`src/rtl/decode_queue.sv`:
```
// rtl/decode_queue.sv - RV32I decode stage with a DEPTH-entry decoded-instruction queue

`ifndef TYPE_BIT
`define TYPE_BIT 6
`endif

module decode_queue #(
  parameter int DEPTH    = 4,
  parameter int PC_WIDTH = 32,
  parameter int TYPE_W   = `TYPE_BIT
) (
  input  logic                         clk_in,
  input  logic                         rst_in,
  input  logic                         flush_in,
  input  logic                         in_valid,
  output logic                         in_ready,
  input  logic [31:0]                  in_inst,
  input  logic [PC_WIDTH-1:0]          in_pc,
  output logic                         out_valid,
  input  logic                         out_ready,
  output logic [TYPE_W-1:0]            out_type,
  output logic [4:0]                   out_rs1,
  output logic [4:0]                   out_rs2,
  output logic [4:0]                   out_rd,
  output logic [31:0]                  out_imm,
  output logic [PC_WIDTH-1:0]          out_pc,
  output logic                         out_has_rs1,
  output logic                         out_has_rs2,
  output logic                         out_illegal,
  output logic [$clog2(DEPTH+1)-1:0]   count_out
);

  localparam int PTR_W = $clog2(DEPTH);
  localparam int CNT_W = $clog2(DEPTH + 1);

  // Instruction type codes; 0 is reserved for illegal encodings.
  localparam logic [TYPE_W-1:0] T_LUI   = TYPE_W'(1);
  localparam logic [TYPE_W-1:0] T_AUIPC = TYPE_W'(2);
  localparam logic [TYPE_W-1:0] T_JAL   = TYPE_W'(3);
  localparam logic [TYPE_W-1:0] T_JALR  = TYPE_W'(4);
  localparam logic [TYPE_W-1:0] T_BEQ   = TYPE_W'(5);
  localparam logic [TYPE_W-1:0] T_BNE   = TYPE_W'(6);
  localparam logic [TYPE_W-1:0] T_BLT   = TYPE_W'(7);
  localparam logic [TYPE_W-1:0] T_BGE   = TYPE_W'(8);
  localparam logic [TYPE_W-1:0] T_BLTU  = TYPE_W'(9);
  localparam logic [TYPE_W-1:0] T_BGEU  = TYPE_W'(10);
  localparam logic [TYPE_W-1:0] T_LB    = TYPE_W'(11);
  localparam logic [TYPE_W-1:0] T_LH    = TYPE_W'(12);
  localparam logic [TYPE_W-1:0] T_LW    = TYPE_W'(13);
  localparam logic [TYPE_W-1:0] T_LBU   = TYPE_W'(14);
  localparam logic [TYPE_W-1:0] T_LHU   = TYPE_W'(15);
  localparam logic [TYPE_W-1:0] T_SB    = TYPE_W'(16);
  localparam logic [TYPE_W-1:0] T_SH    = TYPE_W'(17);
  localparam logic [TYPE_W-1:0] T_SW    = TYPE_W'(18);
  localparam logic [TYPE_W-1:0] T_ADDI  = TYPE_W'(19);
  localparam logic [TYPE_W-1:0] T_SLTI  = TYPE_W'(20);
  localparam logic [TYPE_W-1:0] T_SLTIU = TYPE_W'(21);
  localparam logic [TYPE_W-1:0] T_XORI  = TYPE_W'(22);
  localparam logic [TYPE_W-1:0] T_ORI   = TYPE_W'(23);
  localparam logic [TYPE_W-1:0] T_ANDI  = TYPE_W'(24);
  localparam logic [TYPE_W-1:0] T_SLLI  = TYPE_W'(25);
  localparam logic [TYPE_W-1:0] T_SRLI  = TYPE_W'(26);
  localparam logic [TYPE_W-1:0] T_SRAI  = TYPE_W'(27);
  localparam logic [TYPE_W-1:0] T_ADD   = TYPE_W'(28);
  localparam logic [TYPE_W-1:0] T_SUB   = TYPE_W'(29);
  localparam logic [TYPE_W-1:0] T_SLL   = TYPE_W'(30);
  localparam logic [TYPE_W-1:0] T_SLT   = TYPE_W'(31);
  localparam logic [TYPE_W-1:0] T_SLTU  = TYPE_W'(32);
  localparam logic [TYPE_W-1:0] T_XOR   = TYPE_W'(33);
  localparam logic [TYPE_W-1:0] T_OR    = TYPE_W'(34);
  localparam logic [TYPE_W-1:0] T_AND   = TYPE_W'(35);
  localparam logic [TYPE_W-1:0] T_SRL   = TYPE_W'(36);
  localparam logic [TYPE_W-1:0] T_SRA   = TYPE_W'(37);

  localparam logic [6:0] OP_LUI    = 7'b0110111;
  localparam logic [6:0] OP_AUIPC  = 7'b0010111;
  localparam logic [6:0] OP_JAL    = 7'b1101111;
  localparam logic [6:0] OP_JALR   = 7'b1100111;
  localparam logic [6:0] OP_BRANCH = 7'b1100011;
  localparam logic [6:0] OP_LOAD   = 7'b0000011;
  localparam logic [6:0] OP_STORE  = 7'b0100011;
  localparam logic [6:0] OP_ALUI   = 7'b0010011;
  localparam logic [6:0] OP_ALUR   = 7'b0110011;

  localparam logic [6:0] F7_BASE = 7'b0000000;
  localparam logic [6:0] F7_ALT  = 7'b0100000;

  // Decoded fields of in_inst
  logic [TYPE_W-1:0] w_type;
  logic [4:0]        w_rs1;
  logic [4:0]        w_rs2;
  logic [4:0]        w_rd;
  logic [31:0]       w_imm;
  logic              w_has_rs1;
  logic              w_has_rs2;
  logic              w_illegal;

  logic [6:0]        w_opcode;
  logic [2:0]        w_f3;
  logic [6:0]        w_f7;
  logic [31:0]       w_imm_i;
  logic [31:0]       w_imm_s;
  logic [31:0]       w_imm_b;
  logic [31:0]       w_imm_u;
  logic [31:0]       w_imm_j;
  logic [31:0]       w_imm_sh;

  assign w_opcode = in_inst[6:0];
  assign w_f3     = in_inst[14:12];
  assign w_f7     = in_inst[31:25];
  assign w_imm_i  = {{20{in_inst[31]}}, in_inst[31:20]};
  assign w_imm_s  = {{20{in_inst[31]}}, in_inst[31:25], in_inst[11:7]};
  assign w_imm_b  = {{19{in_inst[31]}}, in_inst[31], in_inst[7], in_inst[30:25], in_inst[11:8], 1'b0};
  assign w_imm_u  = {in_inst[31:12], 12'b0};
  assign w_imm_j  = {{11{in_inst[31]}}, in_inst[31], in_inst[19:12], in_inst[20], in_inst[30:21], 1'b0};
  assign w_imm_sh = {27'b0, in_inst[24:20]};

  // Combinational decode with canonicalisation of unused register fields
  always_comb begin
    w_type    = '0;
    w_rd      = in_inst[11:7];
    w_rs1     = '0;
    w_rs2     = '0;
    w_imm     = '0;
    w_has_rs1 = 1'b0;
    w_has_rs2 = 1'b0;
    w_illegal = 1'b0;

    case (w_opcode)
      OP_LUI: begin
        w_type = T_LUI;
        w_imm  = w_imm_u;
      end
      OP_AUIPC: begin
        w_type = T_AUIPC;
        w_imm  = w_imm_u;
      end
      OP_JAL: begin
        w_type = T_JAL;
        w_imm  = w_imm_j;
      end
      OP_JALR: begin
        w_type    = T_JALR;
        w_imm     = w_imm_i;
        w_has_rs1 = 1'b1;
      end
      OP_BRANCH: begin
        w_rd      = '0;
        w_imm     = w_imm_b;
        w_has_rs1 = 1'b1;
        w_has_rs2 = 1'b1;
        case (w_f3)
          3'b000:  w_type = T_BEQ;
          3'b001:  w_type = T_BNE;
          3'b100:  w_type = T_BLT;
          3'b101:  w_type = T_BGE;
          3'b110:  w_type = T_BLTU;
          3'b111:  w_type = T_BGEU;
          default: w_illegal = 1'b1;
        endcase
      end
      OP_LOAD: begin
        w_imm     = w_imm_i;
        w_has_rs1 = 1'b1;
        case (w_f3)
          3'b000:  w_type = T_LB;
          3'b001:  w_type = T_LH;
          3'b010:  w_type = T_LW;
          3'b100:  w_type = T_LBU;
          3'b101:  w_type = T_LHU;
          default: w_illegal = 1'b1;
        endcase
      end
      OP_STORE: begin
        w_rd      = '0;
        w_imm     = w_imm_s;
        w_has_rs1 = 1'b1;
        w_has_rs2 = 1'b1;
        case (w_f3)
          3'b000:  w_type = T_SB;
          3'b001:  w_type = T_SH;
          3'b010:  w_type = T_SW;
          default: w_illegal = 1'b1;
        endcase
      end
      OP_ALUI: begin
        w_imm     = w_imm_i;
        w_has_rs1 = 1'b1;
        case (w_f3)
          3'b000: w_type = T_ADDI;
          3'b010: w_type = T_SLTI;
          3'b011: w_type = T_SLTIU;
          3'b100: w_type = T_XORI;
          3'b110: w_type = T_ORI;
          3'b111: w_type = T_ANDI;
          3'b001: begin
            w_imm = w_imm_sh;
            if (w_f7 == F7_BASE) w_type = T_SLLI;
            else                 w_illegal = 1'b1;
          end
          default: begin
            w_imm = w_imm_sh;
            if (w_f7 == F7_BASE)     w_type = T_SRLI;
            else if (w_f7 == F7_ALT) w_type = T_SRAI;
            else                     w_illegal = 1'b1;
          end
        endcase
      end
      OP_ALUR: begin
        w_has_rs1 = 1'b1;
        w_has_rs2 = 1'b1;
        if (w_f7 == F7_BASE) begin
          case (w_f3)
            3'b000:  w_type = T_ADD;
            3'b001:  w_type = T_SLL;
            3'b010:  w_type = T_SLT;
            3'b011:  w_type = T_SLTU;
            3'b100:  w_type = T_XOR;
            3'b101:  w_type = T_SRL;
            3'b110:  w_type = T_OR;
            default: w_type = T_AND;
          endcase
        end else if (w_f7 == F7_ALT && w_f3 == 3'b000) begin
          w_type = T_SUB;
        end else if (w_f7 == F7_ALT && w_f3 == 3'b101) begin
          w_type = T_SRA;
        end else begin
          w_illegal = 1'b1;
        end
      end
      default: w_illegal = 1'b1;
    endcase

    // Compressed/reserved quadrants; normally already caught by the opcode match.
    if (in_inst[1:0] != 2'b11) begin
      w_illegal = 1'b1;
    end

    if (w_illegal) begin
      w_type    = '0;
      w_imm     = '0;
      w_rd      = '0;
      w_has_rs1 = 1'b0;
      w_has_rs2 = 1'b0;
    end

    // Unread source fields are forced to zero so issue never sees stale indices.
    w_rs1 = w_has_rs1 ? in_inst[19:15] : 5'd0;
    w_rs2 = w_has_rs2 ? in_inst[24:20] : 5'd0;
  end

  // Queue storage and control
  logic [TYPE_W-1:0]   r_type_mem    [DEPTH];
  logic [4:0]          r_rs1_mem     [DEPTH];
  logic [4:0]          r_rs2_mem     [DEPTH];
  logic [4:0]          r_rd_mem      [DEPTH];
  logic [31:0]         r_imm_mem     [DEPTH];
  logic [PC_WIDTH-1:0] r_pc_mem      [DEPTH];
  logic                r_has_rs1_mem [DEPTH];
  logic                r_has_rs2_mem [DEPTH];
  logic                r_illegal_mem [DEPTH];

  logic [PTR_W-1:0] r_wptr;
  logic [PTR_W-1:0] r_rptr;
  logic [CNT_W-1:0] r_count;
  logic             w_push;
  logic             w_pop;

  assign in_ready  = (r_count != CNT_W'(DEPTH));
  assign out_valid = (r_count != '0);
  assign w_push    = in_valid && in_ready;
  assign w_pop     = out_valid && out_ready;
  assign count_out = r_count;

  // Pointer and occupancy update; flush overrides any same-cycle push or pop
  always_ff @(posedge clk_in or posedge rst_in) begin
    if (rst_in) begin
      r_wptr  <= '0;
      r_rptr  <= '0;
      r_count <= '0;
    end else if (flush_in) begin
      r_wptr  <= '0;
      r_rptr  <= '0;
      r_count <= '0;
    end else begin
      if (w_push) r_wptr <= r_wptr + PTR_W'(1);
      if (w_pop)  r_rptr <= r_rptr + PTR_W'(1);
      if (w_push && !w_pop)      r_count <= r_count + CNT_W'(1);
      else if (w_pop && !w_push) r_count <= r_count - CNT_W'(1);
    end
  end

  // Store the decoded entry into the tail slot on an accepted push
  always_ff @(posedge clk_in) begin
    if (w_push && !flush_in) begin
      r_type_mem[r_wptr]    <= w_type;
      r_rs1_mem[r_wptr]     <= w_rs1;
      r_rs2_mem[r_wptr]     <= w_rs2;
      r_rd_mem[r_wptr]      <= w_rd;
      r_imm_mem[r_wptr]     <= w_imm;
      r_pc_mem[r_wptr]      <= in_pc;
      r_has_rs1_mem[r_wptr] <= w_has_rs1;
      r_has_rs2_mem[r_wptr] <= w_has_rs2;
      r_illegal_mem[r_wptr] <= w_illegal;
    end
  end

  assign out_type    = r_type_mem[r_rptr];
  assign out_rs1     = r_rs1_mem[r_rptr];
  assign out_rs2     = r_rs2_mem[r_rptr];
  assign out_rd      = r_rd_mem[r_rptr];
  assign out_imm     = r_imm_mem[r_rptr];
  assign out_pc      = r_pc_mem[r_rptr];
  assign out_has_rs1 = r_has_rs1_mem[r_rptr];
  assign out_has_rs2 = r_has_rs2_mem[r_rptr];
  assign out_illegal = r_illegal_mem[r_rptr];

endmodule

```
`config.mk`:
```
export PLATFORM = sky130hd
export DESIGN_NAME = decode_queue
export DESIGN_NICKNAME = d
export VERILOG_FILES = /design/src/rtl/decode_queue.sv
export SDC_FILE = /design/constraint.sdc
export NUM_CORES = 1
export LEC_CHECK = 0
export BUFFER_PORTS_ARGS = -buffer_cell sky130_fd_sc_hd__buf_2
export CAP_MARGIN = 20
export CORE_MARGIN = 1.5
export CORE_UTILIZATION = 40
export CTS_BUF_LIST = sky130_fd_sc_hd__clkbuf_8
export DETAILED_ROUTE_END_ITERATION = 7
export MAX_ROUTING_LAYER = met4
export PLACE_DENSITY = 0.63
export SLEW_MARGIN = 20
export SYNTH_ARGS = -nofsm -noshare
export SYNTH_HDL_FRONTEND = slang
export SYNTH_SLANG_ARGS = --single-unit
```
`constraint.sdc`:
```
create_clock -name clk_in -period 6.2 [get_ports clk_in]
set_clock_uncertainty 0.2 [all_clocks]
set_input_delay 0 -clock clk_in [delete_from_list [all_inputs] [get_ports clk_in]]
set_output_delay 0 -clock clk_in [all_outputs]
set_load 0.02 [all_outputs]
```
==> results of run 1 <==
==> logic make-up (layout without fill, tap and decap cells) <==
kind of cell,Yosys count,after routing,share of synthesized area [%]
xor gates and xnor gates,8,8,0.4825
DFF,359,359,74.00
AOI/OAI and AO/OA,80,80,4.058
adders and majority gates,6,6,0.5515
muxes,89,89,13.73
and+or+nand+nor,144,144,5.730
buffers and inverters,50,394,1.456
==> per-layer routing <==
metal / global-route usage, % / routed length (microns)
met5: - / 0
met1: 23.50 / 13400
met3: 4.498 / 2491
met4: 6.387 / 943
met2: 28.57 / 15950
==> flip-flops by register name, indices dropped and copies added, names as in the netlist <==
signal and cells:
count_out 3, r_has_rs1_mem 4, r_has_rs2_mem 4, r_illegal_mem 4
r_imm_mem 128, r_pc_mem 128, r_rd_mem 20, r_rptr 2
r_rs1_mem 20, r_rs2_mem 20, r_type_mem 24, r_wptr 2
==> stage by stage <==
stage / cell area, sq um / utilization [%] / setup slack (ps)
2_1_floorplan: 14520 / - / 2348
3_3_place_gp: 15810 / 44.35 / 2650
3_5_place_dp: 15820 / 44.36 / 2531
4_1_cts: 18020 / 50.53 / 2347
5_1_grt: 18040 / 50.61 / 2530
6_report: 18040 / 50.61 / 2706
==> layout by cell type, fill, tap and decap left out, types with 5 or more instances in the layout <==
cell and instances:
nor2_4 10, nor3_1 7, nand2b_1 8, o21ai_0 11, buf_4 9, dfrtp_1 5, dlygate4sd3_1 111, buf_2 161
a21oi_1 12, and2_1 10, clkbuf_8 60, inv_1 14, nand3_1 17, clkinv_1 23, xnor2_1 7, nor2_1 22
a22oi_1 5, mux4_2 88, a21oi_2 19, clkinv_2 10, nand2_1 31, edfxtp_1 352, and3_1 7, nor2b_1 5
==> cell type report <==
class / count / area, sq um
well taps: 461 / 576.8
inverters: 7 / 26.28
repair buffers: 281 / 1984
multi-input cells: 327 / 3616
fillers: 2930 / 17610
flip-flops and latches: 359 / 10750
clock inverters: 46 / 262.8
clock buffers: 60 / 825.8
==> worst max path at each step <==
stage	startpoint	end	slack, ps
after floorplan	count_out[2]	r_has_rs1_mem[0]	2350
after global placement	in_inst[2]	r_imm_mem[0][0]	2650
after detailed placement	in_inst[2]	r_imm_mem[1][0]	2530
after CTS	in_inst[3]	r_rs2_mem[2][2]	2350
after global routing	in_inst[2]	r_imm_mem[0][0]	2530
final	in_inst[2]	r_imm_mem[0][0]	2710
==> worst register-to-register path: cells and delay by family, from the launching register on <==
| kind | cells | cell delay (ps) |
|---|---|---|
| buf+inv | 1 | 590 |
| simple gates | 4 | 1520 |
| flops | 1 | 410 |
==> report_power, final <==
part	switching, mW	internal [mW]
clock	0.926	0.985
combinational	0.826	0.644
sequential	0.117	2.80
total	1.87	4.43
==> timing repair <==
action / in CTS / in global routing
setup buffers: 0 / 0
hold endpoints to repair: 361 / 0
hold buffers: 111 / 0
==> flow_summary_export.csv, run 1 <==
group,metric,value,unit
status,outcome,"finished, violations left",
status,violations,"design-rule violations",
clock_network,cts_tree,"yes",
hold_path,hold_path.class,"input pin to flip-flop",
logic_synthesis,syn_nets,810,
global_routing,grt_max_degree,61,
timing,drv_slew,0,
drt,first_pass_iters,6,
worst_setup_path,r2r_slack,3060,ps
placement,place_hpwl,19.57,mm
logic_synthesis,ys_ff_latch,359,
logic_synthesis,synth_cell_types,65,
worst_setup_path,required,6330,ps
logic_synthesis,ys_seq_area_share,74.00,%
worst_setup_path,crit_path_start_kind,"input pin",
worst_setup_path,ff2ff_path_depth,5,
global_routing,grt_pass1_vias,8447,
floorplanning,num_rows,69,
logic_synthesis,synth_area_leaders,"edfxtp_1 73%, mux4_2 14%, dfrtp_1 1.2%, a21oi_2 1.1%, nand2_1 0.80%",
worst_setup_path,max_stage_delay,730,ps
drt,num_vias,8100,
layout,area_growth,24.26,%
timing,fmax,286.2,MHz
clock_network,clock-sinks,359,
timing,hold_viol,0,
hold_path,hold_depth,3,
layout,nets,1108,
clock_network,cts_root_buf,"clkbuf_8",
clock_network,cts_made_buffers,58,
power,power_density,348.9,mW/mm^2
timing,hold_ws,102.2,ps
placement,dp_cells,1324,
power,total_power,6.295,mW
clock_network,postCtsResizedCells,0,
worst_setup_path,path_max_fanout,19,
timing,finalSetupTns,0,ps
worst_setup_path,cpLargestDelayFamily,"simple AND/OR/NAND/NOR gates",
floorplanning,coreArea,0.03566,sq mm
logic_synthesis,yosys.area.top_type,"edfxtp_1",
logic_synthesis,synth_edf_count,352,
worst_setup_path,critPathKind,"input pin to flip-flop",
floorplanning,fp.dieArea,0.03746,sq mm
logic_synthesis,synth.avg_cell_area,19.73,sq um
logic_synthesis,yosys.area.top_type_share,72.79,%
timing,slew_headroom,31.99,%
worst_setup_path,cp_slowest_cell,"or4_2",
worst_setup_path,end_kind,"flip-flop",
clock_network,clk_pin_slew_worst_paths,60,ps
timing,period_needed,3494,ps
layout,drive_gt1_share,35.74,%
worst_setup_path,r2r-start,"count_out[2]",
placement,io_buffers,161,
timing,timing.final.crit_share,56.36,%
clock_network,clock_path_buffers,3,
worst_setup_path,crit_buf_inv,3,
clock_network,htree_num_levels,2,
logic_synthesis,async_flop_share,1.950,%
drt,drt_iter0_drc,488,
worst_setup_path,path_depth,8,
timing,finalSetupViolCount,0,
drt,drtAntennaViolNets,0,
drt,drt_wl_total,32.78,mm
placement,gp_congestion,0.8811,
floorplanning,die_w,193.5,microns
job,maxCapViolations,0,
hold_path,min_to,"r_rs1_mem[0][0]",
logic_synthesis,synth_area,0.01452,sq mm
drt,wl_per_cell,21.27,microns
worst_setup_path,r2r-end,"r_type_mem[2][0]",
layout,final_cells,1541,
timing,rsz0062_at_grt,"false",
logic_synthesis,netlist_top_cells_count,"352 x edfxtp_1, 88 x mux4_2, 31 x nand2_1",
floorplanning,io_pins,162,
hold_path,min-delay-start,"in_inst[15]",
global_routing,grt_use_total,18.31,%
layout,antenna_cells,0,
clock_network,clk_latency,640,ps
floorplanning,die_h,193.5,microns
power,vdd_drop_max,0.1882,mV
logic_synthesis,syn-instance-count,736,
global_routing,overflow,0,
logic_synthesis,yosys_warnings,0,
drt,vias_per_cell,5.256,
global_routing,grt_pass1_wl,50.18,mm
global_routing,antenna_found_initial,0,
power,leakagePower,6.089,nW
drt,post-route-drc-count,14,
worst_setup_path,arrival,3620,ps
timing,worstMarginPinSlew,1018,ps
logic_synthesis,synthFlopType,"edfxtp_1",
worst_setup_path,path_cells,"dlygate4sd3_1 -> buf_2 -> nor4bb_2 -> nand2b_1 -> a311oi_1 -> or4_2 -> buf_4 -> nor2_1",
logic_synthesis,yosysMostFrequentCell,"edfxtp_1",
floorplanning,start_util,40.73,%
(Power assumes the default switching activity.)
==> run 2, diff against run 1 <==
Settings changed: PLACE_DENSITY 0.63 to 0.65.
Clock period 6.2 ns to 3 ns, I/O delays scaled along.
==> run 2 against run 1 <==
The run still ends with design-rule violations left. Combinational power grew 120%. Design area grew 1.3%. Worst setup slack lost 2400 ps. Utilization grew 0.67 points. Sequential share of layout area shrank 0.78 points. Critical path depth grew 2. Via count grew 0.70%. Total power grew 110%. First-iteration DRC count grew 25%. Clock power grew 110%. Largest cell class unchanged. Largest power group unchanged.
==> flow_summary_export.csv, run 2 (synthesis results as in run 1) <==
group,metric,value,unit
drt,drt_wl_total,32.96,mm
global_routing,antenna_found_initial,1,
floorplanning,fp.dieArea,0.03746,sq mm
global_routing,overflow,0,
hold_path,min-delay-start,"in_inst[17]",
global_routing,grt_max_degree,58,
drt,wl_per_cell,21.19,microns
timing,finalSetupTns,0,ps
drt,drtAntennaViolNets,0,
timing,period_needed,2742,ps
status,violations,"design-rule violations",
power,leakagePower,6.198,nW
timing,timing.final.ws_setup,257.8,ps
layout,largest_registers,"r_imm_mem: 128 flops, r_pc_mem: 128 flops, r_type_mem: 24 flops",
floorplanning,io_pins,162,
timing,slew_headroom,54.65,%
clock_network,post_cts_buffers,0,
timing,rsz0062_at_grt,"false",
floorplanning,start_util,40.73,%
power,vdd_drop_max,0.3865,mV
floorplanning,coreArea,0.03566,sq mm
timing,drv_slew,0,
worst_setup_path,arrival,3020,ps
clock_network,clk_latency,600,ps
floorplanning,die_w,193.5,microns
placement,gp_congestion,0.9140,
hold_path,hold_path.class,"input pin to flip-flop",
placement,postPlaceCellArea,0.01611,sq mm
placement,place_hpwl,20.19,mm
clock_network,cts_root_buf,"clkbuf_8",
placement,io_buffers,161,
floorplanning,die_h,193.5,microns
worst_setup_path,r2r-start,"count_out[1]",
floorplanning,num_rows,69,
global_routing,grt_pass1_vias,8348,
layout,nets,1127,
drt,vias_per_cell,5.246,
placement,dp_slack,322.2,ps
drt,num_vias,8157,
layout,drive_gt1_share,36.51,%
timing,hold_ws,133.3,ps
global_routing,grt_pass1_wl,50.02,mm
global_routing,grt_use_total,18.21,%
worst_setup_path,critPathLaunch,"in_inst[26]",
power,power_density,716.4,mW/mm^2
layout,layout_commonest_cell,"edfxtp_1",
timing,hold_viol,0,
timing,finalSetupViolCount,0,
layout,fill_cells,2883,
status,outcome,"finished, violations left",
worst_setup_path,path_max_fanout,6,
job,maxCapViolations,0,
drt,drt_iter0_drc,608,
worst_setup_path,crit_path_start_kind,"input pin",
layout,finalInstanceArea,0.01829,sq mm
drt,first_pass_iters,7,
layout,post-route-util,51.28,%
worst_setup_path,end_kind,"flip-flop",
clock_network,clock-sinks,359,
clock_network,clock_path_buffers,3,
worst_setup_path,critPathKind,"input pin to flip-flop",
timing,worstMarginPinSlew,680.3,ps
timing,fmax,364.7,MHz
clock_network,htree_num_levels,2,
timing,timing.final.crit_share,91.41,%
clock_network,cts_tree,"yes",
layout,mostFrequentLayoutCells,"352 x edfxtp_1, 161 x buf_2, 109 x dlygate4sd3_1",
drt,post-route-drc-count,15,
layout,area_growth,25.92,%
clock_network,clk_pin_slew_worst_paths,60,ps
clock_network,cts_made_buffers,59,
worst_setup_path,required,3280,ps
## run 2: path summary, 6_finish.rpt
path                                   end  slack, ps  cells past startpoint
min reg2reg                   count_out[2]        420                      2
max reg2reg                   count_out[2]        440                      8
min                        r_rs1_mem[0][2]        130                      3
max in group asynchronous        r_rptr[1]       2090                      4
min in group asynchronous     count_out[1]        240                      4
max                        r_rs2_mem[0][4]        260                     10
## run 2: critical path: stages
cell	delay [ps]
dlygate4sd3_1	530
buf_2	150
or4_4	550
nor3_4	180
a311oi_1	160
buf_4	180
a2111oi_2	320
buf_4	200
and2_1	180
dlygate4sd3_1	570
## run 2: report_power, final
| part | switching (mW) | total (mW) | internal (mW) |
|---|---|---|---|
| combinational | 1.83 | 3.23 | 1.40 |
| clock | 1.84 | 3.96 | 2.12 |
| sequential | 0.136 | 5.91 | 5.78 |
## run 2: area by class of cell
class                      count  area (sq um)  share of cell area, %
antenna                        1         2.502                0.01369
clock buffer                  61         839.6                  4.591
clock inverter                40         240.2                  1.314
inverter                       7         26.28                 0.1437
multi-input combinational    327          3582                  19.59
sequential                   359         10750                  58.81
tap                          461         576.8                  3.155
timing repair buffer         299          2265                  12.39
## run 2: per-stage QoR
step	instances	power (mW)
CTS	1554	13.32
global placement	1344	9.198
detailed placement	1344	9.207
floorplan	736	8.092
finish	1555	13.10
global route	1555	13.68
## run 2: repair_timing
| item | in CTS | in global routing |
|---|---|---|
| resized for setup | 0 | 0 |
| hold buffers | 109 | 0 |
| endpoints found under the hold margin | 397 | 0 |
## run 2: metal layers
layer | vias up | track usage (%) | wire [microns]
met3 | 52 | 4.289 | 2270
met2 | 275 | 28.12 | 15860
met5 | - | - | 0
met4 | 0 | 5.833 | 629
met1 | 4173 | 23.98 | 14200
li1 | 3657 | - | -
==> run 3, diff against run 2 <==
--- a/config.mk
+++ b/config.mk
@@ -9,2 +9,3 @@
 export CAP_MARGIN = 20
+export CORE_ASPECT_RATIO = 1.4
 export CORE_MARGIN = 1.5
==> constraint.sdc (replaced) <==
create_clock -name clk_in -period 3 [get_ports clk_in]
set_clock_uncertainty 0.2 [all_clocks]
set_input_delay 0.45 -clock clk_in [delete_from_list [all_inputs] [get_ports clk_in]]
set_output_delay 0.45 -clock clk_in [all_outputs]
set_load 0.02 [all_outputs]
==> run 3 against run 2 <==
The flow now finishes without violations. Die area hardly changed. Clock power is 4% lower. Utilization is 1.6 points lower. Sequential power hardly changed. Worst setup slack worse by 62 ps. Largest power group unchanged.
==> flow_summary_export.csv, run 3 (synthesis results as in run 1) <==
group,metric,value,unit
placement,place_hpwl,22.22,mm
floorplanning,die_w,164.0,microns
power,power_density,730.5,mW/mm^2
timing,finalSetupTns,0,ps
worst_setup_path,critPathKind,"flip-flop to primary output",
global_routing,grt_pass1_vias,8346,
layout,nets,1075,
timing,hold_viol,0,
drt,drt_iter0_drc,569,
placement,io_buffers,161,
clock_network,cts_made_buffers,53,
clock_network,htree_num_levels,2,
clock_network,cts_root_buf,"clkbuf_8",
timing,worstMarginPinSlew,679.0,ps
clock_network,clock_path_buffers,3,
timing,finalSetupViolCount,0,
drt,drt_wl_total,33.02,mm
worst_setup_path,crit_path_start_kind,"flip-flop",
hold_path,hold_depth,2,
placement,postPlaceCellArea,0.01636,sq mm
global_routing,grt_pass1_wl,49.91,mm
timing,slew_headroom,54.73,%
floorplanning,io_pins,162,
layout,mostFrequentLayoutCells,"352 x edfxtp_1, 161 x buf_2, 88 x mux4_2",
global_routing,grt_max_degree,45,
power,vdd_drop_max,0.5146,mV
drt,wl_per_cell,21.91,microns
drt,num_vias,7955,
floorplanning,fp.dieArea,0.03747,sq mm
layout,layout_commonest_cell,"edfxtp_1",
clock_network,cts_tree,"yes",
drt,post-route-drc-count,0,
timing,timing.final.crit_share,93.49,%
job,maxCapViolations,0,
floorplanning,die_h,228.4,microns
drt,first_pass_iters,5,
timing,period_needed,2805,ps
timing,fmax,356.6,MHz
global_routing,antenna_found_initial,3,
layout,fill_cells,2972,
clock_network,postCtsResizedCells,0,
layout,area_growth,22.44,%
timing,rsz0062_at_grt,"false",
hold_path,hold_path.class,"input pin to flip-flop",
worst_setup_path,end_kind,"primary output",
placement,gp_congestion,0.9917,
timing,drv_slew,0,
floorplanning,start_util,40.55,%
global_routing,overflow,0,
layout,finalInstanceArea,0.01778,sq mm
power,total_power,12.99,mW
layout,largest_registers,"r_imm_mem: 128 flops, r_pc_mem: 128 flops, r_type_mem: 24 flops",
drt,vias_per_cell,5.279,
drt,drtAntennaViolNets,0,
clock_network,clk_pin_slew_worst_paths,70,ps
floorplanning,coreArea,0.03581,sq mm
floorplanning,num_rows,82,
status,outcome,"complete, no violations",
layout,drive_gt1_share,40.50,%
worst_setup_path,ff2ff_path_depth,8,
worst_setup_path,required,2350,ps
worst_setup_path,arrival,2150,ps
clock_network,clk_latency,590,ps
worst_setup_path,path_max_fanout,21,
global_routing,grt_use_total,18.43,%
power,leakagePower,6.049,nW
layout,final_cells,1507,
placement,dp_cells,1370,
clock_network,clock-sinks,359,
[run 3: report_power, final]
| part | switching [mW] | total (mW) | internal, mW |
|---|---|---|---|
| Clock | 1.78 | 3.81 | 2.02 |
| Sequential | 0.134 | 5.91 | 5.78 |
| Combinational | 1.83 | 3.27 | 1.44 |
| Total | 3.74 | 13.0 | 9.24 |
[run 3: final cells by class]
class                      instances  area, sq um  share of cell area [%]
antenna                            3        7.507                 0.04222
clock buffer                      54        743.2                   4.180
clock inverter                    42        284.0                   1.597
inverter                           7        26.28                  0.1478
multi-input combinational        327         3576                   20.11
sequential                       359        10750                   60.48
tap                              462        578.1                   3.251
timing repair buffer             253         1812                   10.19
[run 3: critical path: stages, from the launching register on]
cell and delay (ps):
dfrtp_4 690, buf_4 300, mux4_2 380, buf_2 190
[run 3: timing repair]
action	CTS	global route
hold endpoints to repair	142	0
hold buffers	36	0
setup buffers	2	0
setup endpoints to repair	69	0
[run 3: worst paths after layout]
path	startpoint	endpoint	slack, ps
min in group asynchronous	rst_in	count_out[2]	150
setup / recovery	r_rptr[1]	out_imm[0]	200
hold / removal	in_inst[15]	r_rs1_mem[3][0]	50
max in group asynchronous	rst_in	r_rptr[0]	2200
hold reg to reg	count_out[2]	count_out[2]	410
setup reg to reg	count_out[1]	count_out[2]	450
[run 3: through the flow]
stage	hold WS [ps]	worst slack (ps)	util (%)
after floorplan	53.40	122.2	-
after global placement	195.4	37.45	45.68
after detailed placement	203.1	53.13	45.68
after CTS	15.44	114.3	49.63
after global routing	48.02	111.4	49.65
final	54.01	195.4	49.65
[run 3: per-layer routing]
layer  GRT usage, %  part of all wire (%)
met1          21.46                    38
met5              -                     0
met4          6.875                   3.4
met3          4.010                   5.5
met2          31.07                    53
